### src/rtl/wb_packet_generator_pkg.sv
// Shared types and constants for the writeback-packet generator.
// Packet layout (LSB first): unit, value, write enable, RT, latency, spare zero.
package cellspu_wb_pkg;

  localparam int DEPTH  = 7;
  localparam int DATA_W = 128;
  localparam int ADDR_W = 7;
  localparam int UNIT_W = 3;
  localparam int LAT_W  = 3;
  localparam int PKT_W  = 143;
  localparam int WE_BIT = 131;
  localparam int RT_LSB = 132;
  localparam int RT_MSB = 138;

  typedef struct packed {
    logic              pad;
    logic [LAT_W-1:0]  lat;
    logic [ADDR_W-1:0] rt;
    logic              we;
    logic [DATA_W-1:0] value;
    logic [UNIT_W-1:0] unit;
  } wb_pkt_t;

  function automatic logic [LAT_W-1:0] norm_lat(input logic [LAT_W-1:0] lat);
    if (lat == 3'd0) begin
      return 3'd1;
    end else begin
      return lat;
    end
  endfunction

  function automatic wb_pkt_t pack_pkt(input logic [UNIT_W-1:0] unit,
                                       input logic [DATA_W-1:0] value,
                                       input logic [ADDR_W-1:0] rt,
                                       input logic [LAT_W-1:0]  lat);
    wb_pkt_t pkt;
    pkt       = '0;
    pkt.unit  = unit;
    pkt.value = value;
    pkt.we    = 1'b1;
    pkt.rt    = rt;
    pkt.lat   = norm_lat(lat);
    pkt.pad   = 1'b0;
    return pkt;
  endfunction

endpackage

### src/rtl/wb_packet_generator_stage.sv
// Per-pipe latency staging shift register with freeze and slot-conflict detection.
// Invalid stages are kept all-zero so the head can be emitted directly.
module wb_stage_pipe
  import cellspu_wb_pkg::*;
#(
  parameter int STAGES = DEPTH
) (
  input  logic    clock,
  input  logic    reset,
  input  logic    freeze,
  input  logic    in_valid,
  input  wb_pkt_t in_pkt,
  output wb_pkt_t out_pkt,
  output logic    lat_err
);

  localparam int IDX_W = $clog2(STAGES + 1) + 1;

  wb_pkt_t          stage_r [1:STAGES];
  logic [IDX_W-1:0] tgt_s;
  logic             conflict_s;
  logic             capture_s;

  // Target slot and whether an older packet is shifting into it this edge.
  always_comb begin
    tgt_s      = IDX_W'(STAGES) - IDX_W'(in_pkt.lat) + IDX_W'(1);
    conflict_s = 1'b0;
    for (int k = 2; k <= STAGES; k++) begin
      conflict_s = conflict_s | ((tgt_s == IDX_W'(k)) & stage_r[k-1].we);
    end
    capture_s = in_valid & ~conflict_s;
  end

  // Shift/capture unless frozen; conflict flag pulses for one cycle.
  always_ff @(posedge clock or negedge reset) begin
    if (!reset) begin
      for (int k = 1; k <= STAGES; k++) begin
        stage_r[k] <= '0;
      end
      lat_err <= 1'b0;
    end else if (freeze) begin
      lat_err <= 1'b0;
    end else begin
      if (capture_s && (tgt_s == IDX_W'(1))) begin
        stage_r[1] <= in_pkt;
      end else begin
        stage_r[1] <= '0;
      end
      for (int k = 2; k <= STAGES; k++) begin
        if (capture_s && (tgt_s == IDX_W'(k))) begin
          stage_r[k] <= in_pkt;
        end else begin
          stage_r[k] <= stage_r[k-1];
        end
      end
      lat_err <= in_valid & conflict_s;
    end
  end

  assign out_pkt = stage_r[STAGES];

endmodule

### src/rtl/wb_packet_generator.sv
// Writeback packet producer: stages even/odd results by latency and serialises
// same-RT collisions so the register file never sees two writes to one RT.
module wb_packet_generator
  import cellspu_wb_pkg::*;
(
  input  logic              clock,
  input  logic              reset,
  input  logic              ep_res_valid,
  input  logic [UNIT_W-1:0] ep_res_unit,
  input  logic [LAT_W-1:0]  ep_res_lat,
  input  logic [ADDR_W-1:0] ep_res_rt,
  input  logic [DATA_W-1:0] ep_res_value,
  input  logic              op_res_valid,
  input  logic [UNIT_W-1:0] op_res_unit,
  input  logic [LAT_W-1:0]  op_res_lat,
  input  logic [ADDR_W-1:0] op_res_rt,
  input  logic [DATA_W-1:0] op_res_value,
  output logic [PKT_W-1:0]  wrt_back_arr_ep,
  output logic [PKT_W-1:0]  wrt_back_arr_op,
  output logic              stall_odd,
  output logic              lat_err_ep,
  output logic              lat_err_op
);

  wb_pkt_t ep_in_s;
  wb_pkt_t op_in_s;
  wb_pkt_t ep_head_s;
  wb_pkt_t op_head_s;
  wb_pkt_t op_out_s;
  wb_pkt_t hold_r;
  logic    hold_valid_s;
  logic    op_capture_s;
  logic    collide_s;
  logic    hold_block_s;

  assign ep_in_s      = pack_pkt(ep_res_unit, ep_res_value, ep_res_rt, ep_res_lat);
  assign op_in_s      = pack_pkt(op_res_unit, op_res_value, op_res_rt, op_res_lat);
  assign hold_valid_s = hold_r[WE_BIT];
  assign op_capture_s = op_res_valid & ~hold_valid_s;

  wb_stage_pipe #(.STAGES(DEPTH)) u_ep_pipe (
    .clock    (clock),
    .reset    (reset),
    .freeze   (1'b0),
    .in_valid (ep_res_valid),
    .in_pkt   (ep_in_s),
    .out_pkt  (ep_head_s),
    .lat_err  (lat_err_ep)
  );

  // Odd pipe freezes while the hold register owns the odd writeback slot.
  wb_stage_pipe #(.STAGES(DEPTH)) u_op_pipe (
    .clock    (clock),
    .reset    (reset),
    .freeze   (hold_valid_s),
    .in_valid (op_capture_s),
    .in_pkt   (op_in_s),
    .out_pkt  (op_head_s),
    .lat_err  (lat_err_op)
  );

  // Odd output select: held packet, collision-suppressed head, or plain head.
  always_comb begin
    collide_s    = 1'b0;
    hold_block_s = 1'b0;
    op_out_s     = op_head_s;
    if (hold_valid_s) begin
      hold_block_s = ep_head_s[WE_BIT] &
                     (ep_head_s[RT_MSB:RT_LSB] == hold_r[RT_MSB:RT_LSB]);
      op_out_s     = hold_r;
      op_out_s.we  = ~hold_block_s;
    end else begin
      collide_s   = ep_head_s[WE_BIT] & op_head_s[WE_BIT] &
                    (ep_head_s[RT_MSB:RT_LSB] == op_head_s[RT_MSB:RT_LSB]);
      op_out_s.we = op_head_s.we & ~collide_s;
    end
  end

  // Hold register: capture odd packet on collision, release once it can write.
  always_ff @(posedge clock or negedge reset) begin
    if (!reset) begin
      hold_r <= '0;
    end else if (hold_valid_s) begin
      if (hold_block_s) begin
        hold_r <= hold_r;
      end else begin
        hold_r <= '0;
      end
    end else if (collide_s) begin
      hold_r <= op_head_s;
    end else begin
      hold_r <= '0;
    end
  end

  assign wrt_back_arr_ep = ep_head_s;
  assign wrt_back_arr_op = op_out_s;
  assign stall_odd       = hold_valid_s;

endmodule

### config.mk
export PLATFORM = sky130hd
export DESIGN_NAME = wb_packet_generator
export DESIGN_NICKNAME = d
export VERILOG_FILES = /design/src/rtl/wb_packet_generator_pkg.sv /design/src/rtl/wb_packet_generator_stage.sv /design/src/rtl/wb_packet_generator.sv
export SDC_FILE = /design/constraint.sdc
export NUM_CORES = 2
export LEC_CHECK = 0
export CAP_MARGIN = 10
export CORE_MARGIN = 8
export CORE_UTILIZATION = 30
export DETAILED_ROUTE_END_ITERATION = 10
export SYNTH_ARGS = -nofsm -noshare
export SYNTH_HDL_FRONTEND = slang
export SYNTH_HIERARCHICAL = 1
export SYNTH_SLANG_ARGS = --single-unit
export TNS_END_PERCENT = 20
### constraint.sdc
create_clock -name clock -period 2.4 [get_ports clock]
set_clock_uncertainty 0.15 [all_clocks]
set_input_delay 0.72 -clock clock [delete_from_list [all_inputs] [get_ports clock]]
set_output_delay 0.72 -clock clock [all_outputs]
set_load 0.01 [all_outputs]
==> qor.csv <==
stage;metric;value;unit
timing;final.min_clock_period;3.28;ns
floorplanning;dieHeight;607;microns
setup_path;critical_path_cell_by_cell;xor2_1, nor4_2, a21boi_0, o21ba_4, buf_6;
cells_and_area;drive_above_1_share;0.162;
routing;detail_route.drc_violations;0;
routing;finalWirelength;365000;microns
placed_design;hpwlAfterDp;220000;microns
setup_path;crit_path_max_incr_delay;0.50;ns
logic_synthesis;synth-seq-cells;2147;
timing;final_min_period_over_clock_period;1.37;
clocking;clk_latency;0.95;ns
setup_path;worstPathBufferInverterCount;1;
floorplanning;number_of_top_level_pins;575;
timing;max_freq;0.305;GHz
outcome;outcome;finished with violations;
timing;layout_setup_ws;-0.884;ns
timing;hold_slack;0.260;ns
setup_path;crit_path_top_delay_cell;sky130_fd_sc_hd__dfrtp_2;
power_and_ir_drop;p_leak;57.5;nW
routing;drt_first_iter_violations;7908;
logic_synthesis;synth_sequential_area_ratio;0.513;
routing;routedWlPerCell;24.6;microns
timing;final-setup-viol-count;1337;
outcome;failing_checks;slew limit, setup timing;
cells_and_area;finalNonFillerCells;14900;
grt;global_route.overflow_total;0;
cells_and_area;layout_cell_area_excl_fill;130000;sq um
timing;tightestPinTransition;4.82;ns
logic_synthesis;syn_area;105000;sq um
setup_path;path_class;reg -> out;
setup_path;cp_data_arrival_time;2.41;ns
grt;grt_use_total;0.183;
routing;dr.pass1.iters;6;
floorplanning;dieArea;368000;sq um
floorplanning;site_rows;217;
grt;grt_pass1_wl;532000;microns
cells_and_area;area_delta_synth_final;24.4;%
floorplanning;initial_utilization;0.301;
placed_design;total_instance_count_after_detailed_placement;14200;
setup_path;setup.worst_path.start_class;register;
placed_design;placed_area;116000;sq um
power_and_ir_drop;irDropWorstVdd;0.662;mV
logic_synthesis;synth-edff-count;0;
grt;antenna_found_initial;52;
logic_synthesis;post_synth_inst_count;9911;
cells_and_area;final_core_util;0.374;
clocking;clk_pin_slew_worst_paths;0.06;ns
placed_design;numPortBuffers;574;
routing;avgViaCountPerCell;5.58;
setup_path;cp_top_family;flip-flops;
clocking;cts_num_sinks;2147;
floorplanning;chipWidth;607;microns
routing;route.antenna.remaining_nets;0;
setup_path;endpoint_kind;primary output;
clocking;numCtsBuffers;245;
timing;setup_repair_after_global_routing_missed_its_margin;yes;
setup_path;worstPathMaxFanout;3;
job;cap_viol_max_count;0;
logic_synthesis;async_reset_ff_frac;1.00;
logic_synthesis;synth_cell_type_count;41;
clocking;clockBufferDepth;4;
logic_synthesis;yosysWarnings;6;
clocking;h-tree-depth;4;
power_and_ir_drop;power.density;722;nW/um^2
grt;pin_count_of_the_biggest_net_entering_global_routing;2000;
logic_synthesis;commonest_register_cell_after_synthesis;sky130_fd_sc_hd__dfrtp_1;
min_path;hold_class;in -> reg;
clocking;cts_root_buf;sky130_fd_sc_hd__clkbuf_16;
power_and_ir_drop;power;94.0;mW
logic_synthesis;syn_area_per_cell;10.6;sq um
cells_and_area;design.final.nets;10300;
placed_design;gp_congestion;0.819;
timing;slew_violations;1879;
timing;worst_slew_margin_rel;-2.21;
setup_path;worst-endpoint-required;1.53;ns
routing;num_vias;83000;
grt;first_global_vias;81100;
timing;number_of_hold_slack_violations_in_the_final_timing_report;0;
clocking;tritoncts;built;
floorplanning;placeableCoreArea;348000;sq um
-- through the flow --
| step | TNS, ns | setup WS (ns) |
|---|---|---|
| 2_1_floorplan | -16.20 | -0.0270 |
| 3_3_place_gp | -1288.15 | -0.867 |
| 3_5_place_dp | -1336.29 | -0.894 |
| 4_1_cts | -474.85 | -1.03 |
| 5_1_grt | -577.66 | -1.01 |
| 6_report | -476.10 | -0.884 |
-- final timing paths --
check                      slack (ns)                   start  cells past startpoint                      to
setup / recovery                -0.88  u_ep_pipe/out_pkt[133]                      5    wrt_back_arr_op[131]
hold / removal                   0.26       op_res_value[113]                      2  u_op_pipe/stage_r[974]
setup reg to reg                -0.48               stall_odd                     12  u_op_pipe/stage_r[781]
hold reg to reg                  0.32  u_op_pipe/stage_r[997]                      1  u_op_pipe/stage_r[997]
max in group asynchronous        0.83                   reset                      5   u_ep_pipe/out_pkt[53]
min in group asynchronous        0.44                   reset                      3  u_op_pipe/stage_r[544]
-- final cells by class --
class	instances	area [sq um]
Antenna cell	18	45.0
Multi-Input combinational cell	6381	47000
Sequential cell	2147	53800
Clock inverter	99	1260
Inverter	3	37.5
Clock buffer	349	6980
Tap cell	4599	5750
Fill cell	33400	218000
Timing Repair Buffer	1259	15400
Timing Repair inverter	1	30.0
-- cell usage after synthesis, drive strengths merged (3+ instances only) --
master,instances,area share
xor2,6,0.00050
or2,12,0.00072
nor2,22,0.00079
a21oi,18,0.00086
a31oi,6,0.00036
a22o,280,0.023
buf,549,0.036
a21o,6,0.00043
nand4b,6,0.0012
nor3,1668,0.080
a41oi,6,0.00050
a221o,1668,0.16
xnor2,8,0.00067
inv,3,0.00011
clkbuf,856,0.031
o2bb2ai,142,0.012
o21bai,3,0.00022
nand4,3,0.00018
nand2b,278,0.017
nand4bb,6,0.00065
nor2b,1697,0.10
dfrtp,2147,0.51
a32oi,4,0.00033
o21ai,46,0.0022
nand2,454,0.016
-- cell usage in the layout (no fill, tap or decap), types with 9 or more instances in the layout --
cell and instances:
sky130_fd_sc_hd__buf_4 344, sky130_fd_sc_hd__diode_2 18, sky130_fd_sc_hd__buf_2 9, sky130_fd_sc_hd__clkdlybuf4s50_1 416, sky130_fd_sc_hd__clkbuf_16 280, sky130_fd_sc_hd__nand2_4 182, sky130_fd_sc_hd__clkinvlp_4 13, sky130_fd_sc_hd__buf_12 235
sky130_fd_sc_hd__clkinv_2 47, sky130_fd_sc_hd__nand2b_1 275, sky130_fd_sc_hd__bufinv_16 20, sky130_fd_sc_hd__o21ai_0 46, sky130_fd_sc_hd__nand2_1 126, sky130_fd_sc_hd__or2_4 19, sky130_fd_sc_hd__buf_16 26, sky130_fd_sc_hd__a221o_1 1668
sky130_fd_sc_hd__nor2b_1 1696, sky130_fd_sc_hd__clkbuf_8 46, sky130_fd_sc_hd__nor3_2 22, sky130_fd_sc_hd__conb_1 19, sky130_fd_sc_hd__nand2_2 89, sky130_fd_sc_hd__dfrtp_2 10, sky130_fd_sc_hd__clkbuf_1 58, sky130_fd_sc_hd__buf_8 19
sky130_fd_sc_hd__nand2_8 57, sky130_fd_sc_hd__o2bb2ai_1 142, sky130_fd_sc_hd__nor3_1 1645, sky130_fd_sc_hd__dfrtp_4 13, sky130_fd_sc_hd__buf_6 171, sky130_fd_sc_hd__a21oi_1 18, sky130_fd_sc_hd__nor2_1 20, sky130_fd_sc_hd__dfrtp_1 2124
sky130_fd_sc_hd__a22o_1 280
-- metal layers --
layer / up-vias / GRT usage / wire [microns]
li1: 37000 / - / -
met1: 42200 / 0.241 / 152000
met2: 2938 / 0.291 / 171000
met3: 774 / 0.0303 / 23000
met4: 20 / 0.0885 / 18900
met5: - / 0 / 134
-- sequential cells by signal, summed over array words and instances (netlist names) --
name,count
hold_r,142
stall_odd,1
u_ep_pipe/lat_err,1
u_ep_pipe/out_pkt,143
u_ep_pipe/stage_r,858
u_op_pipe/lat_err,1
u_op_pipe/out_pkt,143
u_op_pipe/stage_r,858
-- logic make-up after synthesis --
| group | count (synthesis) | synth area share |
|---|---|---|
| flops | 2147 | 0.513 |
| simple gates | 4153 | 0.218 |
| mux | 2 | 0.000215 |
| compound gates | 2185 | 0.200 |
| buf+inv | 1408 | 0.0672 |
| other cells | 2 | 0.0000717 |
| xor+xnor | 14 | 0.00117 |
-- what timing repair did --
action / 4_1_cts / 5_1_grt
gates resized for setup: 970 / 547
setup buffers: 66 / 66
setup endpoints to repair: 1189 / 1396
cloned: 22 / 56
pin swaps: 67 / 85
endpoints found under the hold margin: 498 / 0
hold buffers: 1 / 0
-- worst register-to-register path, cell delays in order (launching register included) --
cell	delay [ns]
sky130_fd_sc_hd__dfrtp_4	0.51
sky130_fd_sc_hd__buf_6	0.14
sky130_fd_sc_hd__buf_12	0.14
sky130_fd_sc_hd__buf_12	0.16
sky130_fd_sc_hd__buf_6	0.12
sky130_fd_sc_hd__nor2b_4	0.13
sky130_fd_sc_hd__buf_12	0.14
sky130_fd_sc_hd__buf_12	0.10
sky130_fd_sc_hd__nand4b_4	0.15
sky130_fd_sc_hd__buf_4	0.20
sky130_fd_sc_hd__or2_2	0.34
sky130_fd_sc_hd__buf_4	0.19
sky130_fd_sc_hd__a221o_1	0.30
-- power breakdown --
group          switching (mW)  leakage [nW]  internal (mW)
sequential               2.05          29.1           39.0
combinational            7.50          24.4           6.76
clock                    16.2          4.03           22.4
total                    25.8          57.5           68.2
No activity file was read; power rests on OpenSTA's default activity.
